===== src/rtl/serial_add_ctrl.sv =====
// serial_add_ctrl: bit-serial add sequencer around one shared combinational full adder.
// Optional signed-overflow output is enabled by defining SERIAL_ADD_OVF_EN.
//
// Ports:
//   clk, rst_n            clock, async active-low reset
//   in_valid/in_ready     operand handshake (a, b, cin)
//   out_valid/out_ready   result handshake (sum, cout[, ovf])
//   fa_a/fa_b/fa_cin      operand bits to the external FA
//   fa_s/fa_cout          same-cycle FA results
module serial_add_ctrl #(
   parameter int WIDTH = 8
) (
   input  logic             clk,
   input  logic             rst_n,
   input  logic             in_valid,
   output logic             in_ready,
   input  logic [WIDTH-1:0] a,
   input  logic [WIDTH-1:0] b,
   input  logic             cin,
   output logic             out_valid,
   input  logic             out_ready,
   output logic [WIDTH-1:0] sum,
   output logic             cout,
`ifdef SERIAL_ADD_OVF_EN
   output logic             ovf,
`endif
   output logic             fa_a,
   output logic             fa_b,
   output logic             fa_cin,
   input  logic             fa_s,
   input  logic             fa_cout
);

   localparam int CW = $clog2(WIDTH);
   localparam logic [CW-1:0] LAST = CW'(WIDTH - 1);

   typedef enum logic [1:0] {
      IDLE,
      RUN,
      DONE
   } state_t;

   state_t           state_q;
   state_t           state_d;
   logic [WIDTH-1:0] a_sh;
   logic [WIDTH-1:0] b_sh;
   logic [WIDTH-1:0] sum_sh;
   logic             carry_q;
   logic [CW-1:0]    cnt;

   always_ff @(posedge clk or negedge rst_n) begin
      if (!rst_n) begin
         state_q <= IDLE;
      end else begin
         state_q <= state_d;
      end
   end

   always_comb begin
      state_d   = state_q;
      in_ready  = 1'b0;
      out_valid = 1'b0;
      fa_a      = 1'b0;
      fa_b      = 1'b0;
      fa_cin    = 1'b0;
      unique case (state_q)
         IDLE: begin
            in_ready = 1'b1;
            if (in_valid) begin
               state_d = RUN;
            end
         end
         RUN: begin
            fa_a   = a_sh[0];
            fa_b   = b_sh[0];
            fa_cin = carry_q;
            if (cnt == LAST) begin
               state_d = DONE;
            end
         end
         DONE: begin
            out_valid = 1'b1;
            if (out_ready) begin
               state_d = IDLE;
            end
         end
         default: state_d = IDLE;
      endcase
   end

   // Sum bits enter at the MSB so that after WIDTH shifts the
   // LSB-first results line up in natural order.
   always_ff @(posedge clk or negedge rst_n) begin
      if (!rst_n) begin
         a_sh    <= '0;
         b_sh    <= '0;
         sum_sh  <= '0;
         carry_q <= 1'b0;
         cnt     <= '0;
      end else begin
         unique case (state_q)
            IDLE: begin
               if (in_valid) begin
                  a_sh    <= a;
                  b_sh    <= b;
                  carry_q <= cin;
                  cnt     <= '0;
               end
            end
            RUN: begin
               sum_sh  <= {fa_s, sum_sh[WIDTH-1:1]};
               a_sh    <= a_sh >> 1;
               b_sh    <= b_sh >> 1;
               carry_q <= fa_cout;
               cnt     <= cnt + CW'(1);
            end
            default: ;
         endcase
      end
   end

   assign sum  = sum_sh;
   assign cout = carry_q;

`ifdef SERIAL_ADD_OVF_EN
   logic ovf_q;

   // On the MSB step carry_q still holds the carry into the MSB
   // and fa_cout is the final carry-out.
   always_ff @(posedge clk or negedge rst_n) begin
      if (!rst_n) begin
         ovf_q <= 1'b0;
      end else if (state_q == RUN && cnt == LAST) begin
         ovf_q <= carry_q ^ fa_cout;
      end
   end

   assign ovf = ovf_q;
`endif

endmodule

===== config.mk =====
export PLATFORM = sky130hd
export DESIGN_NAME = serial_add_ctrl
export DESIGN_NICKNAME = d
export VERILOG_FILES = /design/src/rtl/serial_add_ctrl.sv
export SDC_FILE = /design/constraint.sdc
export NUM_CORES = 1
export LEC_CHECK = 0
export CELL_PAD_IN_SITES_DETAIL_PLACEMENT = 1
export CELL_PAD_IN_SITES_GLOBAL_PLACEMENT = 1
export CORE_ASPECT_RATIO = 0.6
export CORE_UTILIZATION = 39
export CTS_CLUSTER_SIZE = 14
export DETAILED_ROUTE_END_ITERATION = 6
export GPL_TIMING_DRIVEN = 0
export PLACE_DENSITY_LB_ADDON = 0.05
export SLEW_MARGIN = 15
export SYNTH_ARGS = -nofsm -noshare
export SYNTH_HDL_FRONTEND = slang
export SYNTH_SLANG_ARGS = --single-unit

===== constraint.sdc =====
create_clock -name clk -period 2.1 [get_ports clk]
set_input_delay 0.525 -clock clk [delete_from_list [all_inputs] [get_ports clk]]
set_output_delay 0.525 -clock clk [all_outputs]
set_load 0.05 [all_outputs]

Word level (Yosys, flattened, before mapping)
Index checks and enable logic that the tools add are counted.
{"block": "word_totals", "out_inout_bits": 14, "rom_bits": 0, "wordCells": 34, "in_bits": 23, "ramBits": 0, "reg_bits": 30, "latchBits": 0, "n_memories": 0}
{"block": "classes", "addsub": 1, "n_mul": 0, "bitwise": 0, "magnitude_cmp": 0, "n_reduce_logical": 4, "shifts": 0, "div_mod_pow": 0, "mux": 17, "eq_ne": 6}
{"op": "8-bit case mux with 2 select lines", "n": 2}
{"op": "8-bit 2-to-1 mux", "n": 2}
{"op": "1-bit 2-to-1 mux", "n": 6}
{"op": "2-bit 2-to-1 mux", "n": 3}
{"op": "2-bit != test, second input constant", "n": 3}
{"op": "2-bit case mux with 3 select lines", "n": 1}
{"op": "3-bit case mux with 2 select lines", "n": 1}
{"op": "3-bit by 1-bit adder with 3-bit output, second input constant", "n": 1}
{"op": "3-bit equality test, second input constant", "n": 1}
{"op": "3-bit 2-to-1 mux", "n": 1}
{"op": "3-bit AND reduction", "n": 1}
{"op": "2-bit by 1-bit equality test with 1-bit output, second input constant", "n": 1}
{"op": "2-bit equality test, second input constant", "n": 1}
{"op": "2-bit logical NOT", "n": 1}
{"op": "1-bit case mux with 2 select lines", "n": 1}
{"op": "2-bit AND reduction", "n": 1}
{"op": "2-bit nonzero test", "n": 1}

Depth between registers and ports, before layout
{"block": "logic_depth", "depth_word": 3, "mapped_depth": 5}

Worst setup path after synthesis
No wires, ideal clock.
{"block": "synth_timing", "path_type": "reg-to-output", "start": "reg state_q[1]", "end": "out out_valid", "t_arrival_ps": 1308, "slack_ps": 267, "stages_incl_launch_ff": 5, "path_cell_list": "dfrtp_1 -> buf_6 -> inv_2 -> buf_6 -> nor2_1"}
{"block": "synth_via", "elab_chain_cells": 2}
{"element": "from (decl)", "line_no": "43", "text": "state_t state_q;"}
{"element": "from (signal assigned)", "line_no": "55", "text": "state_q <= state_d;"}
{"element": "2-bit equality test", "line_no": "66", "text": "unique case (state_q)"}
{"element": "1-bit 2-to-1 mux", "line_no": "66"}
{"element": "to (decl)", "line_no": "20", "text": "output logic out_valid,"}
No other way between the ends.

Worst setup path after layout
{"block": "layout_timing", "start": "reg carry_q (netlist: cout)", "end": "out cout"}
{"element": "from (decl)", "line_no": "48", "text": "logic carry_q;"}
{"element": "from (signal assigned)", "line_no": "106", "text": "carry_q <= cin;"}
{"element": "from (signal assigned)", "line_no": "114", "text": "carry_q <= fa_cout;"}
{"element": "to (decl)", "line_no": "23", "text": "output logic cout,"}
No word-level cell between the ends.

==> results.py <==
metrics = {
    "outcome": {
        "status": "completed",
    },
    "power_and_ir_drop": {
        "clkPwrFrac_pct": 15.3,
        "combPwrFrac_pct": 51.8,
        "ir_drop_uv": 796,
        "leakagePower_nw": 0.831,
        "powerDensity_nw_per_um2": 1700,
        "internal_power_mw": 1.75,
        "power_switching_mw": 1.45,
        "seqPwrFrac_pct": 32.9,
        "power.total_mw": 3.20,
        "p_sw_share_pct": 45.3,
    },
    "drt": {
        "first_pass_iters": 4,
        "ant_nets": 0,
        "drtIter0Drc": 76,
        "drt-total-wl_um": 3820,
        "via_per_inst": 5.37,
        "route.detailed.drc": 0,
        "vias": 1224,
        "detail_route.wl_per_cell_um": 16.8,
    },
    "clocking": {
        "numClockSinks": 30,
        "clkTransAtPathRegs_ns": 0.07,
        "root_buffer": "clkbuf_8",
        "cts_tree": "done",
        "insertion_delay_ns": 0.29,
        "ctsHtreeMaxLevel": 2,
        "clock_path_buffers": 2,
        "holdBufCountCts": 0,
        "numCtsBuffers": 5,
    },
    "floorplan": {
        "die_h_um": 48.3,
        "fp.dieW_um": 79.2,
        "pin_count": 37,
        "initial_core_util_pct": 41.9,
        "rows": 16,
        "die_area_um2": 3820,
        "core_area_um2": 3320,
    },
    "yosys": {
        "ys_ff_latch": 30,
        "synth.area.top_cells": "dfrtp_1, o22ai_1, nand2_1",
        "synthCells": 139,
        "synth-async-reset-ratio_pct": 100,
        "synth_top_area_cell": "dfrtp_1",
        "synth_cell_types": 25,
        "synth_top_area_share_pct": 53.9,
        "synthesis.area_um2": 1390,
        "ys_seq_area_share_pct": 53.9,
        "yosys_warnings": 0,
        "synth_nets": 164,
        "synth.most_common_cell": "dfrtp_1",
        "synth_edf_count": 0,
        "syn_area_per_cell_um2": 10.0,
        "ys.flop_type": "dfrtp_1",
        "synth_commonest_cells": "dfrtp_1, nand2_1, o22ai_1",
    },
    "timing": {
        "fmax_mhz": 490,
        "drv_slew": 0,
        "report.final.hold_viol_count": 0,
        "finClkSkew_ns": 0.00823,
        "fin_crit_ns": 2.04,
        "worst_pin_slew_ns": 0.696,
        "finalSetupViolCount": 0,
        "period_share_pct": 97.2,
        "slew_headroom_pct": 53.6,
        "fin_ws_ns": 0.0595,
    },
    "setup_path": {
        "startpoint": "cout",
        "critPathTopFamily": "buffers and inverters",
        "path_max_fanout": 4,
        "worst-setup-path-type": "flop to output pin",
        "cp.arrival_ns": 1.52,
        "cp_slowest_cell": "clkdlybuf4s50_1",
        "slowest_delay_ns": 0.83,
        "crit_chain": "clkdlybuf4s50_1",
        "cp.required_ns": 1.57,
        "end_kind": "output pin",
        "start_kind": "flop",
        "r2r-start": "cnt[0]",
        "path_buf_inv": 1,
    },
    "placed_design": {
        "place_inst": 219,
        "pre_cts_slack_ns": -0.223,
        "hpwl_um": 2690,
        "gp_congestion": 0.757,
        "portBuffers": 35,
    },
    "layout": {
        "n_fill_cell": 389,
        "final_cell_count_no_fill": 228,
        "fin_nets": 207,
        "final_core_util_pct": 56.6,
        "antenna_cells": 0,
        "syn_to_final_growth_pct": 35.0,
        "drive_gt1_share_pct": 16.9,
    },
    "grt": {
        "grt.overflow.total": 0,
        "grt_pass1_wl_um": 6550,
        "grt_usage_pct": 23.3,
        "grt_pass1_vias": 1316,
        "grt_max_degree": 31,
        "antenna_found_initial": 0,
    },
    "min_path": {
        "hold_class": "input port to async pin",
    },
    "run": {
        "max_cap_viol_count": 0,
    },
}
==> cell usage in the layout (no fill, tap or decap) <==
cell type        netlist  routed
dfrtp_1               30      30
clkdlybuf4s50_1        0      29
nand2_1               28      28
o22ai_1               27      27
a21oi_1               14      14
buf_6                  5       6
buf_2                  3       6
clkbuf_8               0       6
o21ai_0                5       5
nor2_1                 3       3
and2_1                 3       3
buf_4                  2       3
inv_2                  2       2
nand2b_1               2       2
a22o_1                 2       2
ha_1                   2       2
nor2b_4                1       1
nand2b_2               1       1
nand2b_4               1       1
nor2_2                 1       1
nand3b_1               1       1
o221a_2                1       1
a2bb2oi_1              1       1
o31ai_1                1       1
nor2b_1                1       1
or2_1                  1       1
o21ai_1                1       1
clkbuf_1               0       1
clkinv_2               0       1
clkdlybuf4s15_2        0       1
clkbuf_2               0       1
==> registers in the layout, indices dropped and copies added, names as in the netlist <==
register	count
cnt	3
a_sh	8
sum	8
b_sh	8
cout	1
state_q	2
==> layer usage <==
metal | share of wire (%) | vias up | track usage, %
li1 | - | 588 | -
met1 | 53 | 602 | 33.9
met2 | 41 | 30 | 32.3
met3 | 5.1 | 4 | 8.68
met4 | 0.84 | 0 | 6.06
met5 | 0 | - | 0
==> power by group through the flow <==
| stage | Clock [mW] | Combinational (mW) | Sequential (mW) |
|---|---|---|---|
| final | 0.490 | 1.66 | 1.06 |
| after global routing | 0.525 | 1.80 | 1.09 |
| after CTS | 0.492 | 1.66 | 1.06 |
| after detailed placement | 0 | 1.65 | 1.06 |
| after global placement | 0 | 1.60 | 1.04 |
| after floorplan | 0 | 0.911 | 1.27 |
==> cell type report <==
class                   count  area (µm²)  area share [%]
flip-flops and latches     30         751            39.9
clock inverters             1        5.00           0.266
repair buffers             36         337            17.9
multi-input cells          97         549            29.2
clock buffers               7        86.3            4.59
plain buffers              10        90.1            4.79
well taps                  45        56.3            2.99
inverters                   2        7.51           0.399
==> kinds of logic after synthesis <==
kind of cell / synth area share (%)
compound gates: 22.5
fa+ha+maj: 1.80
buf+inv: 6.73
flops: 53.9
simple gates: 15.1
==> final timing paths <==
path / endpoint / slack, ns / cells past startpoint
max: cout / 0.06 / 1
min in group clk: sum[1] / 0.50 / 2
min: b_sh[6] / 0.27 / 1
max reg2reg: cnt[2] / 0.87 / 3
max in group asynchronous: a_sh[0] / 1.37 / 1
min reg2reg: sum[1] / 0.50 / 2
==> metrics by stage <==
stage / area (µm²) / setup TNS [ns] / hold slack (ns)
2_1_floorplan: 1390 / 0 / 0.229
3_3_place_gp: 1800 / -1.74 / 0.458
3_5_place_dp: 1800 / -0.351 / 0.488
4_1_cts: 1890 / 0 / 0.291
5_1_grt: 1880 / -0.0131 / 0.320
6_report: 1880 / 0 / 0.274
==> what timing repair did <==
action / in CTS / in global routing
setup buffers: 0 / 1
endpoints found under the setup margin: 5 / 5
gates resized for setup: 16 / 7
Power figures use the tool's default switching activity.
